[src/rtl/mips_pkg.sv]
// Shared MIPS definitions: opcode constants, fetch FSM state encoding and the
// default reset PC used by the instruction-fetch stage.
package mips_pkg;

  localparam logic [5:0] OP_RTYPE = 6'b000000;
  localparam logic [5:0] OP_LW    = 6'b100011;
  localparam logic [5:0] OP_SW    = 6'b101011;
  localparam logic [5:0] OP_BEQ   = 6'b000100;
  localparam logic [5:0] OP_BNE   = 6'b000101;
  localparam logic [5:0] OP_J     = 6'b000010;

  localparam logic [31:0] RESET_PC_DEFAULT = 32'h0000_0000;

  typedef enum logic {
    S_REQ  = 1'b0,
    S_HOLD = 1'b1
  } fetch_state_e;

  function automatic logic [5:0] opcode_of(input logic [31:0] word);
    return word[31:26];
  endfunction

endpackage

[src/rtl/next_pc.sv]
// Next-PC selection for the fetch stage: jump, taken branch or sequential.
// Build option FETCH_BNE_EN makes bne take its branch when zero is clear.
module next_pc
  import mips_pkg::*;
#(
  parameter int ADDR_W = 32
) (
  input  logic [ADDR_W-1:0] i_pc_plus4,
  input  logic [31:0]       i_instr,
  input  logic              i_branch,
  input  logic              i_jump,
  input  logic              i_zero,
  output logic [ADDR_W-1:0] o_target
);

  logic [ADDR_W-1:0] w_jump_target;
  logic [ADDR_W-1:0] w_branch_target;
  logic              w_taken;

  // Jump keeps the top four bits of the sequential address (same 256 MB region).
  assign w_jump_target   = {i_pc_plus4[ADDR_W-1:28], i_instr[25:0], 2'b00};
  assign w_branch_target = i_pc_plus4 + {{(ADDR_W-18){i_instr[15]}}, i_instr[15:0], 2'b00};

`ifdef FETCH_BNE_EN
  assign w_taken = i_branch && ((opcode_of(i_instr) == OP_BNE) ? !i_zero : i_zero);
`else
  logic w_unused_opcode;
  assign w_unused_opcode = ^i_instr[31:26];
  assign w_taken         = i_branch && i_zero;
`endif

  always_comb begin
    o_target = i_pc_plus4;
    if (i_jump) begin
      o_target = w_jump_target;
    end else if (w_taken) begin
      o_target = w_branch_target;
    end
  end

endmodule

[src/rtl/fetch_unit.sv]
// MIPS instruction-fetch stage: PC, req/ack fetch FSM and instruction register.
// Optional build macro FETCH_BNE_EN enables bne handling inside next_pc.
module fetch_unit
  import mips_pkg::*;
#(
  parameter int                ADDR_W   = 32,
  parameter logic [ADDR_W-1:0] RESET_PC = ADDR_W'(RESET_PC_DEFAULT)
) (
  input  logic              clk,
  input  logic              reset,
  output logic              imemReq,
  output logic [ADDR_W-1:0] imemAddr,
  input  logic              imemAck,
  input  logic [31:0]       imemData,
  output logic [31:0]       instr,
  output logic [5:0]        opCode,
  output logic              instrValid,
  output logic [ADDR_W-1:0] pcOut,
  output logic [ADDR_W-1:0] pcPlus4,
  input  logic              stall,
  input  logic              branch,
  input  logic              jump,
  input  logic              zero
);

  fetch_state_e      r_state;
  fetch_state_e      w_state_next;
  logic [ADDR_W-1:0] r_pc;
  logic [ADDR_W-1:0] r_pc_out;
  logic [31:0]       r_instr;
  logic              r_instr_valid;
  logic              w_load;
  logic              w_retire;
  logic [ADDR_W-1:0] w_pc_plus4;
  logic [ADDR_W-1:0] w_next_pc;

  assign w_pc_plus4 = r_pc_out + ADDR_W'(4);

  next_pc #(
    .ADDR_W(ADDR_W)
  ) u_next_pc (
    .i_pc_plus4(w_pc_plus4),
    .i_instr   (r_instr),
    .i_branch  (branch),
    .i_jump    (jump),
    .i_zero    (zero),
    .o_target  (w_next_pc)
  );

  // NOTE: every always_comb output gets a default first so no path infers a latch.
  always_comb begin
    w_state_next = r_state;
    w_load       = 1'b0;
    w_retire     = 1'b0;
    case (r_state)
      S_REQ: begin
        if (imemAck) begin
          w_load       = 1'b1;
          w_state_next = S_HOLD;
        end
      end
      S_HOLD: begin
        if (!stall) begin
          w_retire     = 1'b1;
          w_state_next = S_REQ;
        end
      end
      default: w_state_next = S_REQ;
    endcase
  end

  // NOTE: sequential state uses non-blocking assignments so all registers update together.
  always_ff @(posedge clk) begin
    if (reset) begin
      r_state       <= S_REQ;
      r_pc          <= RESET_PC;
      r_pc_out      <= RESET_PC;
      r_instr       <= '0;
      r_instr_valid <= 1'b0;
    end else begin
      r_state <= w_state_next;
      if (w_load) begin
        r_instr       <= imemData;
        r_pc_out      <= r_pc;
        r_instr_valid <= 1'b1;
      end
      if (w_retire) begin
        r_pc          <= w_next_pc;
        r_instr_valid <= 1'b0;
      end
    end
  end

  assign imemReq    = (r_state == S_REQ) && !reset;
  assign imemAddr   = r_pc;
  assign instr      = r_instr;
  assign opCode     = opcode_of(r_instr);
  assign instrValid = r_instr_valid;
  assign pcOut      = r_pc_out;
  assign pcPlus4    = w_pc_plus4;

endmodule
[config.mk]
export PLATFORM = sky130hd
export DESIGN_NAME = fetch_unit
export DESIGN_NICKNAME = d
export VERILOG_FILES = /design/src/rtl/mips_pkg.sv /design/src/rtl/next_pc.sv /design/src/rtl/fetch_unit.sv
export SDC_FILE = /design/constraint.sdc
export NUM_CORES = 1
export LEC_CHECK = 0
export CAP_MARGIN = 20
export CORE_MARGIN = 4
export CORE_UTILIZATION = 35
export DETAILED_ROUTE_END_ITERATION = 8
export GPL_TIMING_DRIVEN = 0
export PLACE_DENSITY = 0.6
export REMOVE_ABC_BUFFERS = 1
export SYNTH_ARGS = -nofsm -noshare
export SYNTH_HDL_FRONTEND = slang
export SYNTH_SLANG_ARGS = --single-unit
[constraint.sdc]
create_clock -name clk -period 3.86 [get_ports clk]
set_input_delay 0.386 -clock clk [delete_from_list [all_inputs] [get_ports clk]]
set_output_delay 0.386 -clock clk [all_outputs]
set_load 0.05 [all_outputs]
Yosys cells after proc, flatten, opt, wreduce, memory -nomap -nowiden
Cells that the tools add are included.
{"block": "classes", "reduce_logical": 4, "add_sub_neg": 2, "n_mux": 8, "bitwise_logic": 1}
{"op": "$mux W32", "n": 2}
{"op": "$add A32 B3 Y32 const B", "n": 1}
{"op": "$add A32 B32 Y32", "n": 1}
{"op": "$mux W1", "n": 5}
{"op": "$logic_and A1 B1 Y1", "n": 2}
{"op": "$pmux W1 S2", "n": 1}
{"op": "$reduce_or A2 Y1", "n": 1}
{"op": "$logic_not A1 Y1", "n": 1}
{"op": "$not A1 Y1", "n": 1}
{"block": "totals", "reg_bits": 98, "out_inout_bits": 136}

Logic depth before layout (Yosys ltp)
{"block": "logic_depth", "ltp_word": 4, "ltp_mapped": 16, "ltp_nobuf": 16}

Cells and area by module
Synthesis repeated with hierarchy kept, for this count alone.
{"block": "unflattened", "cells_unflattened": 846, "area_unflattened_um2": 6167.2}
{"mod": "fetch_unit", "area_each_um2": 4027.6, "cells_each": 522, "n_inst": 1}
{"mod": "next_pc", "area_each_um2": 2139.6, "cells_each": 324, "n_inst": 1}

Worst setup path before layout
No wires, ideal clock.
{"block": "synth_timing", "path_kind": "register to register", "start": "register r_pc_out[2], in the netlist pcOut[2]", "end": "register r_pc[31], in the netlist imemAddr[31]", "t_arrival_ns": 4.591, "setup_ns": 0.085, "n_path_buf": 0, "slack_ns": -0.816, "path_stages_with_launch": 17, "cell_sequence": "dfxtp_1 > ha_1 > nand4_2 > nor3_4 > and3_4 > nand2_1 > xnor2_1 > ha_1 > a21oi_1 > o211ai_1 > a221oi_2 > o21ai_1 > nor2_2 > o31ai_2 > xor2_1 > and3_1 > o31ai_2"}
{"block": "synth_between", "elab_chain_cells": 4}
{"element": "from (decl)", "line": "fetch_unit.sv:29", "source": "logic [ADDR_W-1:0] r_pc_out;"}
{"element": "from (signal assigned)", "line": "fetch_unit.sv:84", "source": "r_pc_out <= r_pc;"}
{"element": "$add A32 B3 Y32", "line": "fetch_unit.sv:37", "source": "assign w_pc_plus4 = r_pc_out + ADDR_W'(4);"}
{"element": "named net pcPlus4[20]", "line": "fetch_unit.sv:19", "source": "output logic [ADDR_W-1:0] pcPlus4,"}
{"element": "$add A32 B32 Y32", "line": "next_pc.sv:22", "source": "assign w_branch_target = i_pc_plus4 + {{(ADDR_W-18){i_instr[15]}}, i_instr[15:0], 2'b00};"}
{"element": "$mux W32", "line": "next_pc.sv:36", "source": "end else if (w_taken) begin"}
{"element": "$mux W32", "line": "next_pc.sv:34", "source": "if (i_jump) begin"}
{"element": "to (signal assigned)", "line": "fetch_unit.sv:88", "source": "r_pc <= w_next_pc;"}
{"element": "to (decl)", "line": "fetch_unit.sv:28", "source": "logic [ADDR_W-1:0] r_pc;"}
The timed path passes the listed nets, and every way through them passes these cells.
A chain may end at the register's enable or synchronous reset.

Final worst setup path
{"block": "layout_timing", "start": "register r_pc_out[2], in the netlist pcOut[2]", "end": "register r_pc[31], in the netlist imemAddr[31]"}
{"block": "layout_between", "elab_chain_cells": 4}
{"element": "$add A32 B3 Y32 (*)", "line": "fetch_unit.sv:37"}
{"element": "$add A32 B32 Y32", "line": "next_pc.sv:22"}
{"element": "$mux W32", "line": "next_pc.sv:36"}
{"element": "$mux W32 (*)", "line": "next_pc.sv:34"}
Mark *: on every way between the ends. The rest lies on a longest branch, timed or not.

==> flow_results.xml <==
<?xml version="1.0" encoding="UTF-8"?>
<metrics>
  <group name="outcome">
    <metric name="outcome" unit="">completed</metric>
  </group>
  <group name="synth">
    <metric name="synth_cell_types" unit="">74</metric>
    <metric name="synthAdderAreaFrac" unit="">0.0767</metric>
    <metric name="post_synth_instance_area" unit="sq um">6130</metric>
    <metric name="synth_compound_area_frac" unit="">0.245</metric>
    <metric name="synth_top_family_by_area" unit="">compound AO/OA/AOI/OAI gates</metric>
    <metric name="yosys-mux-area-fraction" unit="">0.00979</metric>
    <metric name="synth_simple_gate_area_frac" unit="">0.233</metric>
    <metric name="synthXorXnorAreaFrac" unit="">0.0736</metric>
    <metric name="async_flop_share" unit="">0</metric>
    <metric name="ys.warnings.count" unit="">0</metric>
    <metric name="syn-instance-count" unit="">791</metric>
    <metric name="synth_edf_count" unit="">0</metric>
    <metric name="most_common_flop_cell_mapped_by_yosys" unit="">dfxtp_1</metric>
    <metric name="ys_top_cells_by_count" unit="">nand2_1, a21oi_1, dfxtp_1</metric>
    <metric name="post_synth.cell_area_avg" unit="sq um">7.76</metric>
    <metric name="share_of_the_synthesized_area_in_the_top_cell_type" unit="">0.320</metric>
    <metric name="synth_area_leader_cell" unit="">dfxtp_1</metric>
    <metric name="synthesized_flop_and_latch_total" unit="">98</metric>
    <metric name="synth_area_leaders" unit="">dfxtp_1, nand2_1, a21oi_1</metric>
    <metric name="synth.yosys.seq_area_share" unit="">0.320</metric>
    <metric name="yosys.cell_count.top_type" unit="">nand2_1</metric>
  </group>
  <group name="die">
    <metric name="start_util" unit="">0.356</metric>
    <metric name="die_area" unit="sq um">19700</metric>
    <metric name="num_io_pins" unit="">175</metric>
    <metric name="core_region_area" unit="sq um">17200</metric>
    <metric name="std_cell_rows" unit="">48</metric>
    <metric name="die_height" unit="microns">140</metric>
    <metric name="die_w" unit="microns">140</metric>
  </group>
  <group name="worst_setup_path">
    <metric name="reg2reg_setup_slack" unit="ns">0.15</metric>
    <metric name="timing.critical_path.fanout_max" unit="">7</metric>
    <metric name="crit_path_end" unit="">imemAddr[31]</metric>
    <metric name="worst-setup-path-type" unit="">reg2reg</metric>
    <metric name="crit_path_top_delay_cell" unit="">dfxtp_4</metric>
    <metric name="worst_setup_path_startpoint" unit="">pcOut[2]</metric>
    <metric name="cp.arrival" unit="ns">3.99</metric>
    <metric name="worst_r2r_path_depth" unit="">16</metric>
    <metric name="regToRegStartpoint" unit="">pcOut[2]</metric>
    <metric name="critPathCaptureType" unit="">register</metric>
    <metric name="max_stage_delay" unit="ns">0.40</metric>
    <metric name="critical_path.reg2reg.endpoint" unit="">imemAddr[31]</metric>
    <metric name="timing.critical_path.cells" unit="">ha_4, nand4_4, nor3_4, and3_4, nand2_1, xnor2_2, ha_4, nand2_1, nor3_2, nand4_1, a211oi_2, nor2_2, o31ai_2, xor2_1, and3_1, o31ai_2</metric>
    <metric name="required" unit="ns">4.14</metric>
    <metric name="crit_buf_inv" unit="">0</metric>
    <metric name="worst_path_dominant_cell_family" unit="">simple AND/OR/NAND/NOR gates</metric>
    <metric name="cp.depth" unit="">16</metric>
    <metric name="critical_path.startpoint_type" unit="">register</metric>
  </group>
  <group name="grt">
    <metric name="grt_max_degree" unit="">51</metric>
    <metric name="first_pass_grt_wire_length" unit="microns">32000</metric>
    <metric name="grt_remaining_overflow" unit="">0</metric>
    <metric name="gr-usage-all-layers" unit="">0.201</metric>
    <metric name="grt_pass1_vias" unit="">5804</metric>
    <metric name="antenna_found_initial" unit="">0</metric>
  </group>
  <group name="final_layout">
    <metric name="share_of_final_layout_standard_cells_stronger_than_drive_strength_1" unit="">0.0914</metric>
    <metric name="final_core_utilization" unit="">0.502</metric>
    <metric name="finalInstanceArea" unit="sq um">8640</metric>
    <metric name="areaGrowthSynthToFinish" unit="%">40.9</metric>
    <metric name="diodes" unit="">0</metric>
    <metric name="layout.nets" unit="">1012</metric>
    <metric name="fillerInstances" unit="">1664</metric>
  </group>
  <group name="sta">
    <metric name="hold_violations" unit="">0</metric>
    <metric name="finalSetupTns" unit="ns">0</metric>
    <metric name="slew_margin_rel" unit="">0.195</metric>
    <metric name="worst_pin_slew" unit="ns">1.21</metric>
    <metric name="finalClockSkew" unit="ns">0.0111</metric>
    <metric name="fin_crit" unit="ns">3.71</metric>
    <metric name="grt_setup_unrepaired" unit="">true</metric>
    <metric name="worst_slack" unit="ns">0.153</metric>
    <metric name="clock.fmax" unit="GHz">0.270</metric>
    <metric name="finalCritPeriodShare" unit="">0.960</metric>
    <metric name="finish_stage_setup_viols" unit="">0</metric>
    <metric name="maxSlewViolCount" unit="">0</metric>
  </group>
  <group name="placed_design">
    <metric name="pre_cts_ws" unit="ns">-0.230</metric>
    <metric name="buffer_ports.inserted" unit="">174</metric>
    <metric name="place.detailed.hpwl" unit="microns">14400</metric>
    <metric name="detailed_place.area" unit="sq um">8060</metric>
    <metric name="routabilityCongestion" unit="">0.875</metric>
  </group>
  <group name="job">
    <metric name="maxCapViolCount" unit="">0</metric>
  </group>
  <group name="drt">
    <metric name="routed_wl" unit="microns">19900</metric>
    <metric name="drt.antenna.violating_nets" unit="">0</metric>
    <metric name="vias" unit="">5996</metric>
    <metric name="routed_wire_length_per_instance" unit="microns">17.1</metric>
    <metric name="initialDrtViolationCount" unit="">368</metric>
    <metric name="drcViolationCount" unit="">0</metric>
    <metric name="drt-vias-per-instance" unit="">5.14</metric>
    <metric name="drt_pass1_iterations" unit="">4</metric>
  </group>
  <group name="clocking">
    <metric name="cts.reportedPaths.clkPinSlew" unit="ns">0.08</metric>
    <metric name="cts_inserted_buffers" unit="">9</metric>
    <metric name="cts_max_path_buffers" unit="">2</metric>
    <metric name="cts_max_level" unit="">3</metric>
    <metric name="postCtsHoldBufs" unit="">0</metric>
    <metric name="clk_latency" unit="ns">0.36</metric>
    <metric name="numClockSinks" unit="">98</metric>
    <metric name="cts_tree" unit="">built</metric>
    <metric name="clock-root-buffer" unit="">clkbuf_16</metric>
  </group>
  <group name="power">
    <metric name="vdd_ir_drop_max" unit="V">0.000198</metric>
    <metric name="leakagePower" unit="nW">3.27</metric>
    <metric name="power" unit="mW">2.69</metric>
    <metric name="power.density_cell_area" unit="nW/um^2">311</metric>
  </group>
  <group name="hold_path">
    <metric name="min-delay-path-class" unit="">in2reg</metric>
  </group>
</metrics>
## state kept, by name, indices dropped and copies added, names as in the netlist
signal and count:
instrValid 1, r_state 1, instr 32, pcOut 32, imemAddr 32
## cell usage in the layout, fill, tap and decap left out, types with 4 or more instances in the layout
cell type	count
nand2_1	183
clkdlybuf4s50_1	173
a21oi_1	104
dfxtp_1	96
nor2_1	48
ha_1	29
nand3_1	22
xnor2_1	21
o21ai_0	20
a21o_1	20
xor2_1	17
and3_1	10
o211ai_1	10
clkbuf_16	9
nand2b_1	8
nand4_1	7
inv_1	6
xnor2_2	6
nor2b_1	6
mux2i_1	6
o21ai_1	6
ha_4	6
xor2_2	5
a211oi_1	5
a21oi_2	5
a211oi_2	5
a22o_1	5
nor2_2	4
and2_1	4
nor3_1	4
nor3_2	4
o31ai_1	4
buf_4	4
## layout make-up
cell class                 count  area [sq um]  share of cell area
clock inverter                 6           113              0.0130
clock buffer                  10           229              0.0265
timing repair buffer         184          1910               0.221
multi-input combinational    636          4110               0.476
sequential                    98          1970               0.228
tap                          225           282              0.0326
inverter                       7          30.0             0.00347
## through the flow
step,hold WS (ns),instances
floorplan,0.455,741
global placement,0.449,1140
detailed placement,0.454,1146
CTS,0.440,1164
global route,0.472,1166
finish,0.450,1166
## layer usage
metal,vias up,GRT usage,wire length (microns)
met1,2784,0.274,9410
met3,20,0.0478,1170
met4,0,0.0607,354
met5,-,0,0
li1,3051,-,-
met2,141,0.317,8980
## power by group
group / total (mW) / internal [mW] / switching, mW
registers: 1.09 / 1.04 / 0.0421
logic: 0.535 / 0.196 / 0.339
clock network: 1.06 / 0.638 / 0.425
## timing repair
action | CTS | global route
resized for setup | 7 | 28
setup buffers | 2 | 1
pin swaps | 4 | 8
endpoints found under the setup margin | 7 | 13
## cells by family (layout without fill, tap and decap cells)
logic type | after synthesis | in the layout
DFF | 98 | 98
buffers and inverters | 57 | 207
adders and majority gates | 37 | 37
and+or+nand+nor | 319 | 319
xor gates and xnor gates | 49 | 49
muxes | 6 | 6
AOI/OAI and AO/OA | 225 | 225
## how the worst min path moves through the flow
stage | from | to | slack [ns] | cells past startpoint
finish | reset | imemAddr[7] | 0.45 | 2
global route | reset | imemAddr[10] | 0.47 | 2
CTS | reset | imemAddr[7] | 0.44 | 2
detailed placement | instrValid | instrValid | 0.45 | 1
global placement | instrValid | instrValid | 0.45 | 1
floorplan | reset | imemAddr[11] | 0.46 | 1
(Power assumes the default switching activity.)
